==> config.mk <==
export PLATFORM = sky130hd
export DESIGN_NAME = approx_mac_accum
export DESIGN_NICKNAME = d
export VERILOG_FILES = /design/src/rtl/approx_mac_pkg.sv /design/src/rtl/mac_sat_add.sv /design/src/rtl/approx_mac_accum.sv
export SDC_FILE = /design/constraint.sdc
export NUM_CORES = 1
export LEC_CHECK = 0
export CELL_PAD_IN_SITES_DETAIL_PLACEMENT = 1
export CELL_PAD_IN_SITES_GLOBAL_PLACEMENT = 2
export CORE_ASPECT_RATIO = 1.25
export CORE_MARGIN = 3
export CORE_UTILIZATION = 31
export CTS_CLUSTER_DIAMETER = 150
export DETAILED_ROUTE_END_ITERATION = 16
export HOLD_SLACK_MARGIN = 0.15
export PLACE_DENSITY = 0.75
export SLEW_MARGIN = 20
export SYNTH_ARGS = -nofsm -noshare
export SYNTH_HDL_FRONTEND = slang
export SYNTH_SLANG_ARGS = --single-unit
==> constraint.sdc <==
create_clock -name clk -period 2.09 [get_ports clk]
set_input_delay 0.627 -clock clk [delete_from_list [all_inputs] [get_ports clk]]
set_output_delay 0.627 -clock clk [all_outputs]
set_load 0.01 [all_outputs]
==> src/rtl/approx_mac_pkg.sv <==
// approx_mac_pkg: shared state encoding and default widths for the product accumulator
package approx_mac_pkg;
   typedef enum logic [1:0] {IDLE, ACCUM, DONE} state_e;
   localparam int PROD_W = 8;
   localparam int ACC_W_DEF = 16;
   localparam int MAX_LEN_DEF = 16;
endpackage

==> src/rtl/mac_sat_add.sv <==
// mac_sat_add: accumulator adder with carry out; ACC_SATURATE_EN clamps to all-ones on carry, otherwise wraps
module mac_sat_add import approx_mac_pkg::*; #(
   parameter int W = ACC_W_DEF
) (
   input  logic [W-1:0] a_i,
   input  logic [W-1:0] b_i,
   output logic [W-1:0] sum_o,
   output logic         carry_o
);
   logic [W:0] raw;
   assign raw = {1'b0, a_i} + {1'b0, b_i};
   assign carry_o = raw[W];
`ifdef ACC_SATURATE_EN
   assign sum_o = raw[W] ? {W{1'b1}} : raw[W-1:0];
`else
   assign sum_o = raw[W-1:0];
`endif
endmodule

==> src/rtl/approx_mac_accum.sv <==
// approx_mac_accum: accumulates one frame of 8-bit products into a held result; ACC_SATURATE_EN selects clamp instead of wrap
module approx_mac_accum import approx_mac_pkg::*; #(
   parameter int ACC_W = ACC_W_DEF,
   parameter int MAX_LEN = MAX_LEN_DEF,
   localparam int CNT_W = $clog2(MAX_LEN + 1)
) (
   input  logic              clk,
   input  logic              rst_n,
   input  logic              in_valid,
   output logic              in_ready,
   input  logic [PROD_W-1:0] in_prod,
   input  logic              in_last,
   output logic              out_valid,
   input  logic              out_ready,
   output logic [ACC_W-1:0]  out_sum,
   output logic [CNT_W-1:0]  out_count,
   output logic              out_ovf
);
   state_e state_q, state_d;
   logic [ACC_W-1:0] acc_q, acc_d, add_sum, prod_ext, sum_q;
   logic [CNT_W-1:0] cnt_q, cnt_d, count_q;
   logic ovf_q, ovf_d, res_ovf_q, carry, beat, open, close;

   assign prod_ext = {{(ACC_W - PROD_W){1'b0}}, in_prod};
   assign in_ready = (state_q != DONE) | out_ready;
   assign beat = in_valid & in_ready;
   assign open = state_q == ACCUM;
   assign out_valid = state_q == DONE;
   assign out_sum = sum_q;
   assign out_count = count_q;
   assign out_ovf = res_ovf_q;

   mac_sat_add #(.W(ACC_W)) u_add (
      .a_i(acc_q),
      .b_i(prod_ext),
      .sum_o(add_sum),
      .carry_o(carry)
   );

   // an open frame extends on each beat, otherwise the beat starts a fresh frame
   always_comb begin
      acc_d = open ? add_sum : prod_ext;
      cnt_d = open ? cnt_q + CNT_W'(1) : CNT_W'(1);
      ovf_d = open & (ovf_q | carry);
      close = in_last | (cnt_d == CNT_W'(MAX_LEN));
      state_d = beat ? (close ? DONE : ACCUM) : ((state_q == DONE) && out_ready) ? IDLE : state_q;
   end

   // frame state register
   always_ff @(posedge clk or negedge rst_n)
      if (!rst_n) state_q <= IDLE;
      else state_q <= state_d;

   // running accumulator plus the result held for the consumer
   always_ff @(posedge clk or negedge rst_n)
      if (!rst_n) begin
         acc_q <= '0;
         cnt_q <= '0;
         ovf_q <= 1'b0;
         sum_q <= '0;
         count_q <= '0;
         res_ovf_q <= 1'b0;
      end else if (beat) begin
         acc_q <= acc_d;
         cnt_q <= cnt_d;
         ovf_q <= ovf_d;
         if (close) begin
            sum_q <= acc_d;
            count_q <= cnt_d;
            res_ovf_q <= ovf_d;
         end
      end
endmodule

=== After elaboration in Yosys (flattened, before gate mapping) ===
Cells that the tools add are included.

* Output and inout bits: 24
* Flip-flop bits (word level): 46

* Bitwise logic cells: 5
* Mux-type cells: 5
* Reductions and logical operators: 3
* Equality and inequality tests: 4
* Add/subtract/negate cells: 2

{| class="wikitable"
|+ Operators by type and width
! operator !! count
|-
| $add A16 B8 Y17 || 1
|-
| $mux W16 || 1
|-
| $mux W2 || 3
|-
| $add A5 B1 Y5 const B || 1
|-
| $eq A5 B5 Y1 const B || 1
|-
| $mux W5 || 1
|-
| $or A1 B1 Y1 || 3
|-
| $and A1 B1 Y1 || 2
|-
| $eq A2 B1 Y1 const B || 1
|-
| $eq A2 B2 Y1 const B || 1
|-
| $ne A2 B2 Y1 const B || 1
|-
| $reduce_and A2 Y1 || 1
|-
| $reduce_bool A2 Y1 || 1
|-
| $logic_and A1 B1 Y1 || 1
|}

=== Logic depth before layout (Yosys ltp) ===
* Depth in word-level cells: 6
* Mapped depth: 7

=== Hierarchy ===
A second synthesis with hierarchy kept.

* Cells, all modules: 318
* Area total of the unflattened synthesis: 2941.6 um^2

{| class="wikitable"
|+ Modules (own cells, without submodules)
! module !! times used !! area an instance (um^2) !! cells an instance !! sequential area each (um^2)
|-
| approx_mac_accum || 1 || 2085.8 || 208 || 1151.1
|-
| mac_sat_add || 1 || 855.8 || 110 || 0.0
|}

=== Worst setup path after synthesis ===
Ideal clock, no wire load.

* Path kind: input port to flip-flop
* Start point: input port in_prod[0]
* End point: register sum_q[10] (netlist: out_sum[10])
* Slack: -0.147 ns
* Buffers on the path: 0
* Data arrival time: 2.142 ns
* Stages on the path: 7
* Cell sequence: ha_1 -> fa_1 -> a21oi_1 -> o2111ai_2 -> nor3b_4 -> xnor2_1 -> o31ai_1

* Cells in the longest elaborated chain, start to end: 2

{| class="wikitable"
|+ Ends and longest elaborated chain
! item !! line !! text
|-
| start, declared || approx_mac_accum.sv:11 || <nowiki>input logic [PROD_W-1:0] in_prod,</nowiki>
|-
| $add A16 B8 Y17 || mac_sat_add.sv:11 || <nowiki>assign raw = {1'b0, a_i} + {1'b0, b_i};</nowiki>
|-
| $mux W16 || approx_mac_accum.sv:42 || <nowiki>acc_d = open ? add_sum : prod_ext;</nowiki>
|-
| end signal, assigned || approx_mac_accum.sv:60 || <nowiki>sum_q <= '0;</nowiki>
|-
| end signal, assigned || approx_mac_accum.sv:68 || <nowiki>sum_q <= acc_d;</nowiki>
|-
| end, declared || approx_mac_accum.sv:20 || <nowiki>logic [ACC_W-1:0] acc_q, acc_d, add_sum, prod_ext, sum_q;</nowiki>
|}

Every way passes these cells.
A chain may end at the register's enable or synchronous reset.

=== Final worst setup path ===
* Start point: input port out_ready
* End point: output port in_ready

* Cells in the longest elaborated chain, start to end: 1

{| class="wikitable"
|+ Ends and longest elaborated chain
! item !! line !! text
|-
| start, declared || approx_mac_accum.sv:14 || <nowiki>input logic out_ready,</nowiki>
|-
| $or A1 B1 Y1 || approx_mac_accum.sv:25 || <nowiki>assign in_ready = (state_q != DONE) | out_ready;</nowiki>
|-
| end, declared || approx_mac_accum.sv:10 || <nowiki>output logic in_ready,</nowiki>
|}

Every way passes these cells.

==> key figures <==
Global routing
  – Vias in the first global route: about 2300
  – Met3 usage: 2.13%
  – GRT met1 Usage: approximately 22%
  – Gr busiest metal: met2
  – Initial antenna violation count: 0
  – Met2 Use GR: 29.0%
  – All-Layer GR Usage: 16.9%
  – Largest net degree at the start of global routing: 32
  – GRT Residual Overflow: 0
  – First-pass GRT wire length: roughly 12000 µm

Pwr
  – Cell Int Power: 1.97 mW
  – Pwr Total: roughly 3.1 mW
  – P_sw: approximately 1.1 mW
  – Maximum VDD drop: approximately 0.43 mV
  – Sw Ratio: between 30% and 40%
  – Combinational power share: ~45%
  – Register share of total power: 36.5%
  – Pleak: approximately 1.5 nW
  – Pwr/cell area: between 800 and 900 mW/mm²
  – Clock power share: 18.7%

Cells and area
  – Multi-input logic area: approximately 0.0015 mm²
  – Commonest non-fill, non-tap cell in the layout: dfrtp_1
  – Synth-to-layout area growth: 36.8%
  – Fillcell total: just under 900
  – Ant. Diodes: 0
  – Register Area: around 0.0012 mm²
  – Cell area after layout: around 0.0035 mm²
  – Leading cell types in the layout, fill and taps excluded: 46 x dfrtp_1, 36 x buf_4, 35 x o21ai_0, 24 x nand2_1, 24 x clkdlybuf4s50_1
  – Layout cells sized above 1: around 29%
  – # nets final: 347

Floorplanning
  – Row count: 36
  – Die ar.: ~0.0095 mm²
  – Die height: 108 µm
  – Die X: roughly 90 µm
  – Core Area: approximately 0.0080 mm²
  – IO Pins: 37
  – Initial Util: around a third

Detailed routing
  – WL/cell: about 18 µm
  – Via density per instance: approximately 5.4
  – Total wire length: around 7700 µm
  – First DRT Iteration DRCs: 97
  – Initial DRT Pass Iterations: 4
  – DRC Markers: 0
  – DRT antenna net count: 0
  – DR vias: 2258

Worst setup path
  – Critical path required time: around 1500 ps
  – Worst path slowest cell: or3b_4
  – CP Capture Type: primary output
  – Crit Path Max Fanout: 3
  – Top delay family on crit path: simple AND/OR/NAND/NOR gates
  – Critical path class: in -> out
  – Setup crit start kind: input port
  – Worst path bufs/invs: 2
  – Worst R2R Setup Slack: around 110 ps
  – Worst reg2reg startpoint: acc_q[0]
  – R2R depth: 8
  – Crit-path cells: dlygate4sd2_1 > or3b_4 > buf_6
  – Arrival time of the worst setup path: 1380 ps
  – Worst path max stage delay: 380 ps
  – R2R Path End: out_sum[6]
  – Crit path depth: 3

STA
  – Final worst-path cycle share: a little over nine tenths
  – Final Hold Viols: 0
  – Min Hold Slack: around 250 ps
  – Post-layout min period: approximately 2000 ps
  – Worst Skew: roughly 12 ps
  – Worst slew margin: about two thirds
  – Final WS setup: 81.1 ps
  – Final Slew Violations: 0
  – Max Freq: approximately 500 MHz
  – Final setup violation count: 0
  – RSZ-0062 raised after global routing: false
  – Setup_tns: 0 ps
  – Measured slew at the worst slew-check pin: 485 ps

Clock network
  – Worst skew pair latency: 310 ps
  – Worst-case clock buffer depth: 2
  – # H-tree levels: 2
  – Clock sink count: 46
  – Hold-fix buffers, CTS: 0
  – CTS tree: yes
  – CTS Root Cell: clkbuf_8
  – Register clock-pin slew on the reported worst setup and hold paths: 100 ps
  – Cts bufs inserted: 5

Synth
  – Yosys Warn Count: 0
  – Post-Syn Area: between 0.002 and 0.003 mm²
  – Synth Area in Simple Gates: roughly 12%
  – XOR/XNOR Fraction of Synth Area: around 5.6%
  – Cells after Synth: ~260
  – Post-synthesis cell type count: between 50 and 60
  – Yosys top cell area share: 44.4%
  – Post-Syn Area per Cell: 10.1 µm²
  – Count of state elements after synthesis: between 40 and 50
  – Post-synthesis sequential area ratio: between 40 and 50%
  – Net Count, Synth: around 280
  – Largest family of logic cells by synthesized area: compound AO/OA/AOI/OAI gates
  – Post-synthesis mux area share: 3.62%
  – Complex-gate fraction of the synthesized area: about a quarter
  – Top area cells in the synthesized netlist: dfrtp_1 44%, o21ai_0 7.7%, ha_1 4.3%
  – Post-Synth Adder-Cell Area: under 10%
  – Area leader, netlist: dfrtp_1

Worst hold path
  – Worst hold path class: in -> async

Run
  – Max-cap violations: 0

Placed design
  – Pre-CTS WS: -659 ps
  – DPL Wire Length: 5410 µm
  – Port bufs: 36
  – Placer Congestion: ~0.9
  – DP Area: around 0.0032 mm²

Outcome
  – Status: complete, no violations
-- per-layer routing --
layer  wire [µm]  vias to the layer above  share of wire, %
met5           0                        -                 0
met4          63                        0              0.82
met3         160                        5               2.1
met2        3990                       25                52
met1        3470                     1159                45
li1            -                     1069                 -
-- cell type report --
type,instances,area share (%)
clock buffer,5,1.94
clock inverter,3,0.600
inverter,5,0.529
multi-input combinational,191,42.8
sequential,46,32.5
tap,95,3.35
timing repair buffer,75,18.3
-- cells in the mapped netlist (all sizes together) --
cell     count
o31ai        7
ha           9
and2         1
a211oi       2
inv          5
o311ai       2
nand2       27
o211ai       3
o211a        2
nor2b        2
or3b         1
and3b        1
fa           1
a31oi        2
a31o         1
nor3         2
nand2b       2
and3         1
mux2i        6
clkbuf       4
a21oi       17
mux2         3
o2111ai      1
nand3        7
a41o         1
nand4        2
o21ai       45
xnor2       10
or3          2
o2bb2ai      5
nor2         8
and4         1
a21o         3
o32ai        1
buf         10
a41oi        2
a22o         2
dfrtp       46
nor3b        1
o22ai        2
xor2         5
o21a         1
-- state kept, by name (all words and copies together) (netlist names) --
register	flops
acc_q	16
state_q	2
out_count	5
ovf_q	1
out_ovf	1
out_sum	16
cnt_q	5
-- power by group through the flow --
stage               sequential, mW  combinational, mW  clock, mW
finish                        1.13               1.39      0.579
global route                  1.15               1.52      0.643
CTS                           1.13               1.30      0.600
detailed placement            1.13               1.12          0
global placement              1.13               1.10          0
floorplan                     1.15              0.626          0
-- metrics by stage --
stage | util [%] | cells
2_1_floorplan | - | 256
3_3_place_gp | 40.6 | 402
3_5_place_dp | 40.6 | 402
4_1_cts | 44.0 | 414
5_1_grt | 44.5 | 420
6_report | 44.5 | 420
-- worst max-delay path by stage --
stage | from | end
after floorplan | in_prod[0] | out_sum[10]
after global placement | in_prod[0] | out_sum[10]
after detailed placement | in_prod[0] | out_sum[6]
after CTS | in_prod[4] | acc_q[13]
after global routing | cnt_q[1] | out_sum[0]
final | out_ready | in_ready
-- cells by family after synthesis --
logic type	after synthesis
XOR/XNOR	15
multiplexers	9
adder cells (fa/ha/maj)	10
flip-flops	46
AND/OR/NAND/NOR	58
AO/OA/AOI/OAI	99
buffers and inverters	19
-- timing repair --
action	in CTS	in global routing
setup endpoints to repair	27	18
pin swaps	14	13
gates resized for setup	45	16
buffers inserted	4	6
Note: power is estimated with default switching activity, not from simulation.
